==> src/rtl/bsg_manycore_host_req_throttle_if.sv <==
// Host request / endpoint handshake bundle for the request throttle.
// The slave modport is the throttle; the master modport is the host/endpoint side.
interface bsg_manycore_host_req_throttle_if #(
    parameter int fifo_width_p           = 32,
    parameter int credit_counter_width_p = 6,
    parameter int count_width_p          = 32
);
    logic                              in_v_i;
    logic [fifo_width_p-1:0]           in_data_i;
    logic                              in_ready_o;
    logic                              out_v_o;
    logic [fifo_width_p-1:0]           out_data_o;
    logic                              out_ready_i;
    logic [credit_counter_width_p-1:0] out_credits_used_i;
    logic                              fence_v_i;
    logic                              fence_ready_o;
    logic                              fence_done_o;
    logic [count_width_p-1:0]          sent_count_o;

    modport slave (
        input  in_v_i, in_data_i, out_ready_i, out_credits_used_i, fence_v_i,
        output in_ready_o, out_v_o, out_data_o, fence_ready_o, fence_done_o, sent_count_o
    );

    modport master (
        output in_v_i, in_data_i, out_ready_i, out_credits_used_i, fence_v_i,
        input  in_ready_o, out_v_o, out_data_o, fence_ready_o, fence_done_o, sent_count_o
    );
endinterface

==> src/rtl/bsg_manycore_host_req_throttle.sv <==
// Buffers host requests in a 2-entry FIFO, issues them only while endpoint credits remain,
// and implements a fence that waits for all earlier requests and credits to drain.
module bsg_manycore_host_req_throttle #(
    parameter int fifo_width_p           = 32,
    parameter int credit_counter_width_p = 6,
    parameter int count_width_p          = 32
) (
    input  logic clk_i,
    input  logic reset_i,
    input  logic reset_done_i,
    bsg_manycore_host_req_throttle_if.slave io
);
    localparam int cw_lp = credit_counter_width_p;
    localparam logic [cw_lp:0] max_credits_lp = {1'b0, {cw_lp{1'b1}}};

    typedef enum logic [1:0] {
        e_pass  = 2'd0,
        e_drain = 2'd1,
        e_done  = 2'd2
    } state_e;

    state_e                    r_state;
    state_e                    w_state_n;
    logic [fifo_width_p-1:0]   r_mem [2];
    logic                      r_wptr;
    logic                      r_rptr;
    logic [1:0]                r_count;
    logic                      r_sent_last;
    logic [count_width_p-1:0]  r_sent_count;
    logic                      r_in_wait;

    logic w_full;
    logic w_empty;
    logic w_credit_ok;
    logic w_enq;
    logic w_deq;
    logic w_drained;

    assign w_full  = (r_count == 2'd2);
    assign w_empty = (r_count == 2'd0);

    // The endpoint's count lags by a cycle, so the packet sent last cycle is counted here.
    assign w_credit_ok = ({1'b0, io.out_credits_used_i} + {{cw_lp{1'b0}}, r_sent_last})
                         < max_credits_lp;

    assign io.in_ready_o    = ~w_full & ~reset_i & (r_state == e_pass);
    assign io.out_v_o       = ~w_empty & w_credit_ok & reset_done_i & (r_state != e_done) & ~reset_i;
    assign io.out_data_o    = r_mem[r_rptr];
    assign io.fence_ready_o = (r_state == e_pass) & ~reset_i;
    assign io.fence_done_o  = (r_state == e_done) & ~reset_i;
    assign io.sent_count_o  = r_sent_count;

    assign w_enq     = io.in_v_i & io.in_ready_o;
    assign w_deq     = io.out_v_o & io.out_ready_i;
    assign w_drained = w_empty & ~r_sent_last & (io.out_credits_used_i == '0);

    always_ff @(posedge clk_i) begin
        if (reset_i) begin
            r_state      <= e_pass;
            r_wptr       <= 1'b0;
            r_rptr       <= 1'b0;
            r_count      <= 2'd0;
            r_sent_last  <= 1'b0;
            r_sent_count <= '0;
            r_in_wait    <= 1'b0;
        end else begin
            r_state      <= w_state_n;
            r_wptr       <= r_wptr ^ w_enq;
            r_rptr       <= r_rptr ^ w_deq;
            r_count      <= r_count + {1'b0, w_enq} - {1'b0, w_deq};
            r_sent_last  <= w_deq;
            r_sent_count <= r_sent_count + {{(count_width_p-1){1'b0}}, w_deq};
            r_in_wait    <= io.in_v_i & ~io.in_ready_o;
        end
    end

    always_ff @(posedge clk_i) begin
        if (w_enq) begin
            r_mem[r_wptr] <= io.in_data_i;
        end
    end

    // A packet accepted alongside the fence is already in the buffer, so it drains first.
    always_comb begin
        w_state_n = r_state;
        case (r_state)
            e_pass:  if (io.fence_v_i) w_state_n = e_drain;
            e_drain: if (w_drained)    w_state_n = e_done;
            e_done:  w_state_n = e_pass;
            default: w_state_n = e_pass;
        endcase
    end

    always @(negedge clk_i) begin
        if (reset_i === 1'b0) begin
            assert (!(io.out_v_o & io.out_ready_i & ({1'b0, io.out_credits_used_i} == max_credits_lp)))
                else $fatal(1, "request issued with all endpoint credits in use");
            assert (!(r_in_wait & ~io.in_v_i))
                else $fatal(1, "in_v_i withdrawn before being accepted");
        end
    end
endmodule

==> src/flat_wrapper.sv <==
// flat-port wrapper written by rule: the top's interface ports become plain ports
module bsg_manycore_host_req_throttle_flat 
#(
    parameter int fifo_width_p           = 32,
    parameter int credit_counter_width_p = 6,
    parameter int count_width_p          = 32
)
  (clk_i, reset_i, reset_done_i, io_in_v_i, io_in_data_i, io_out_ready_i, io_out_credits_used_i, io_fence_v_i, io_in_ready_o, io_out_v_o, io_out_data_o, io_fence_ready_o, io_fence_done_o, io_sent_count_o);
  bsg_manycore_host_req_throttle_if #(.fifo_width_p(fifo_width_p), .credit_counter_width_p(credit_counter_width_p), .count_width_p(count_width_p)) io_i ();
  input  logic clk_i;
  input  logic reset_i;
  input  logic reset_done_i;
  input wire logic [$bits(io_i.in_v_i)-1:0] io_in_v_i;
  input wire logic [$bits(io_i.in_data_i)-1:0] io_in_data_i;
  input wire logic [$bits(io_i.out_ready_i)-1:0] io_out_ready_i;
  input wire logic [$bits(io_i.out_credits_used_i)-1:0] io_out_credits_used_i;
  input wire logic [$bits(io_i.fence_v_i)-1:0] io_fence_v_i;
  output wire logic [$bits(io_i.in_ready_o)-1:0] io_in_ready_o;
  output wire logic [$bits(io_i.out_v_o)-1:0] io_out_v_o;
  output wire logic [$bits(io_i.out_data_o)-1:0] io_out_data_o;
  output wire logic [$bits(io_i.fence_ready_o)-1:0] io_fence_ready_o;
  output wire logic [$bits(io_i.fence_done_o)-1:0] io_fence_done_o;
  output wire logic [$bits(io_i.sent_count_o)-1:0] io_sent_count_o;
  assign io_i.in_v_i = io_in_v_i;
  assign io_i.in_data_i = io_in_data_i;
  assign io_i.out_ready_i = io_out_ready_i;
  assign io_i.out_credits_used_i = io_out_credits_used_i;
  assign io_i.fence_v_i = io_fence_v_i;
  assign io_in_ready_o = io_i.in_ready_o;
  assign io_out_v_o = io_i.out_v_o;
  assign io_out_data_o = io_i.out_data_o;
  assign io_fence_ready_o = io_i.fence_ready_o;
  assign io_fence_done_o = io_i.fence_done_o;
  assign io_sent_count_o = io_i.sent_count_o;
  bsg_manycore_host_req_throttle #(.fifo_width_p(fifo_width_p), .credit_counter_width_p(credit_counter_width_p), .count_width_p(count_width_p)) u_core (.clk_i(clk_i), .reset_i(reset_i), .reset_done_i(reset_done_i), .io(io_i));
endmodule
==> config.mk <==
export PLATFORM = sky130hd
export DESIGN_NAME = bsg_manycore_host_req_throttle_flat
export DESIGN_NICKNAME = d
export VERILOG_FILES = /design/src/rtl/bsg_manycore_host_req_throttle_if.sv /design/src/rtl/bsg_manycore_host_req_throttle.sv /design/src/flat_wrapper.sv
export SDC_FILE = /design/constraint.sdc
export NUM_CORES = 1
export LEC_CHECK = 0
export CAP_MARGIN = 20
export CORE_MARGIN = 5
export CORE_UTILIZATION = 50
export DETAILED_ROUTE_END_ITERATION = 10
export GPL_ROUTABILITY_DRIVEN = 0
export PLACE_DENSITY = 0.88
export REMOVE_ABC_BUFFERS = 1
export SYNTH_ARGS = -nofsm -noshare
export SYNTH_HDL_FRONTEND = slang
export SYNTH_SLANG_ARGS = --single-unit
==> constraint.sdc <==
create_clock -name clk_i -period 6.4 [get_ports clk_i]
set_input_delay 0.96 -clock clk_i [delete_from_list [all_inputs] [get_ports clk_i]]
set_output_delay 0.96 -clock clk_i [all_outputs]
set_load 0.05 [all_outputs]
==> out/qor.yml <==
clock_tree:
  cts_root_buffer: "clkbuf_8"
  clkSinkCount: 103
  clk_pin_slew_ps: 90
  cts_buffers: 9
  clkLatencyLatePin_ps: 350
  tritoncts: "done"
  cts-resized-gates: 0
  cts_setup_buffers: 0
  holdBufCountCts: 0
  cts_max_path_buffers: 2
  htree_levels: 3
timing:
  timing.final.crit_period_ps: 4240
  slew-limit-headroom_pct: 42.8
  finalClockSkew_ps: 9.17
  worstMarginPinSlew_ps: 855
  finalHoldViolCount: 0
  slew_violations: 0
  fin_tns_setup_ps: 0
  period_share_pct: 66.2
  max_freq_mhz: 236
  finalWorstSetupSlack_ps: 2160
  setup_violations: 0
  whs_ps: 491
  rsz0062_at_grt: "no"
yosys:
  syn_area_per_cell_um2: 12.9
  synthAdderAreaFrac_pct: 2.35
  ys_types: 36
  ys_seq_area_share_pct: 63.5
  synth_top_family_by_area: "simple AND/OR/NAND/NOR gates"
  ys_async_sr_fraction_pct: 0
  synth_cells: 329
  synthFlopType: "edfxtp_1"
  synth_warnings: 0
  syn_area_mm2: 0.00426
  synth_edf_count: 64
  yosys.area_share.xor_xnor_pct: 2.47
  synthSimpleGateAreaFrac_pct: 14.1
  ys_seq_elements: 103
  synthMuxAreaShare_pct: 8.73
  synth-compound-area-share_pct: 6.67
die:
  die_h_um: 102
  coreArea_mm2: 0.00826
  fp.dieArea_mm2: 0.0105
  num_rows: 33
  floorplan.initialDensity_pct: 51.5
  io_pins: 112
  fp.dieW_um: 102
cells_and_area:
  drive_above_1_share_pct: 11.7
  layout_common_cells: "111 x clkdlybuf4s50_1, 64 x edfxtp_1, 39 x dfxtp_1, 33 x mux2_2, 21 x a21oi_1"
  area_growth_pct: 32.5
  final_nets: 490
  multiInputGateArea_mm2: 0.00146
  regArea_mm2: 0.00270
  antenna-diode-count: 0
  final_common_cell: "clkdlybuf4s50_1"
  finalNonFillerCells: 548
  fillCellCount: 589
power_and_ir_drop:
  p_per_area_mw_per_mm2: 230
  leakage_nw: 1.83
  total_power_mw: 1.30
  ir_drop_mv: 0.133
drt:
  routed_wl_mm: 9.07
  drtPass1Iterations: 5
  drt_iter0_drc: 119
  drc: 0
  vias: 3066
  wl_per_cell_um: 16.6
  viasPerCell: 5.59
  postRouteAntennaNets: 0
worst_setup_path:
  required_ps: 6680
  worstPathArrival_ps: 4510
  cp-start-kind: "primary input"
  worstPathMaxFanout: 7
  end_kind: "register"
  worst-setup-path-type: "primary input to register"
place:
  dp.cells: 532
  place_ws_ps: 1810
  dpl.hpwl_mm: 6.47
  numPortBuffers: 111
global_routing:
  grt_most_used_layer: "met2"
  grt_max_degree: 41
  use_met2_pct: 29.1
  gr-usage-met1_pct: 23.0
  grt_remaining_overflow: 0
  grt.total_usage_pct: 17.5
  met3_usage_pct: 4.85
  antenna_found_initial: 0
  grt_pass1_wl_mm: 14.4
  grt_pass1_vias: 2999
flow_run:
  maxCapViolCount: 0
min_path:
  hold_path_class: "register to register"
status:
  status: "complete, no violations"
-- through the flow --
step                instance area [um^2]  utilization (%)
global placement                    5460             66.2
CTS                                 5640             68.3
global route                        5640             68.3
floorplan                           4190                -
detailed placement                  5460             66.2
finish                              5640             68.3
-- path summary, 6_finish.rpt --
| check | depth (start not counted) | start | slack (ps) | endpoint |
|---|---|---|---|---|
| hold / removal | 2 | u_core.io.sent_count_o[31] | 490 | u_core.io.sent_count_o[31] |
| setup reg to reg | 11 | u_core.r_sent_last | 2930 | u_core.io.sent_count_o[28] |
| setup / recovery | 12 | io_out_credits_used_i[0] | 2160 | u_core.io.sent_count_o[28] |
| hold reg to reg | 2 | u_core.io.sent_count_o[31] | 490 | u_core.io.sent_count_o[31] |
-- cells by family (layout without fill, tap and decap cells) --
kind of cell    count (synthesis)  in the layout
compound gates                 46             46
buf+inv                        24            138
flops                         103            103
simple gates                  103            103
mux                            33             33
xor+xnor                       12             12
fa+ha+maj                       8              8
-- routing by layer --
metal / part of all wire (%) / wire length, um
met2: 48 / 4310
met1: 44 / 3950
met3: 8.0 / 726
met5: 0 / 0
met4: 0.87 / 79
-- critical path: stages --
cell and delay, ps:
clkdlybuf4s50_1 470, ha_1 330, and4b_1 190, a31oi_1 230, a21oi_1 140, nor3b_1 330
ha_1 250, ha_1 310, inv_1 80, or4_1 610, or4_1 440, a21oi_1 160
-- state kept, by name, summed over array words and instances, names as in the netlist --
register and cells:
u_core.r_count 2, u_core.io.sent_count_o 32, u_core.r_mem 64, u_core.r_sent_last 1, u_core.r_rptr 1, u_core.r_wptr 1, u_core.r_state 2
-- synthesized netlist by cell type (5+ instances only) --
cell type | count | area (um^2)
a21oi_1 | 21 | 105
clkbuf_1 | 12 | 45.0
dfxtp_1 | 39 | 781
edfxtp_1 | 64 | 1920
ha_1 | 8 | 100
inv_1 | 7 | 26.3
mux2_2 | 33 | 372
nand2_1 | 13 | 48.8
nand3_1 | 10 | 50.1
nand4_1 | 11 | 68.8
nor2_1 | 18 | 67.6
nor2b_1 | 5 | 31.3
o31ai_1 | 16 | 120
or3_1 | 7 | 43.8
or4_1 | 18 | 135
xor2_1 | 9 | 78.8
-- layout make-up --
class                      instances  area share (%)
clock inverter                     6           0.821
sequential                       103            47.9
tap                              105            2.33
timing repair buffer             115            20.2
clock buffer                      10            2.26
inverter                           7           0.466
multi-input combinational        202            25.9
-- power by group --
| group | switching, mW | total (mW) | internal (mW) |
|---|---|---|---|
| Combinational | 0.124 | 0.210 | 0.0866 |
| Clock | 0.217 | 0.361 | 0.144 |
| Sequential | 0.00466 | 0.726 | 0.721 |
| Total | 0.346 | 1.30 | 0.951 |
Power figures use the tool's default switching activity.
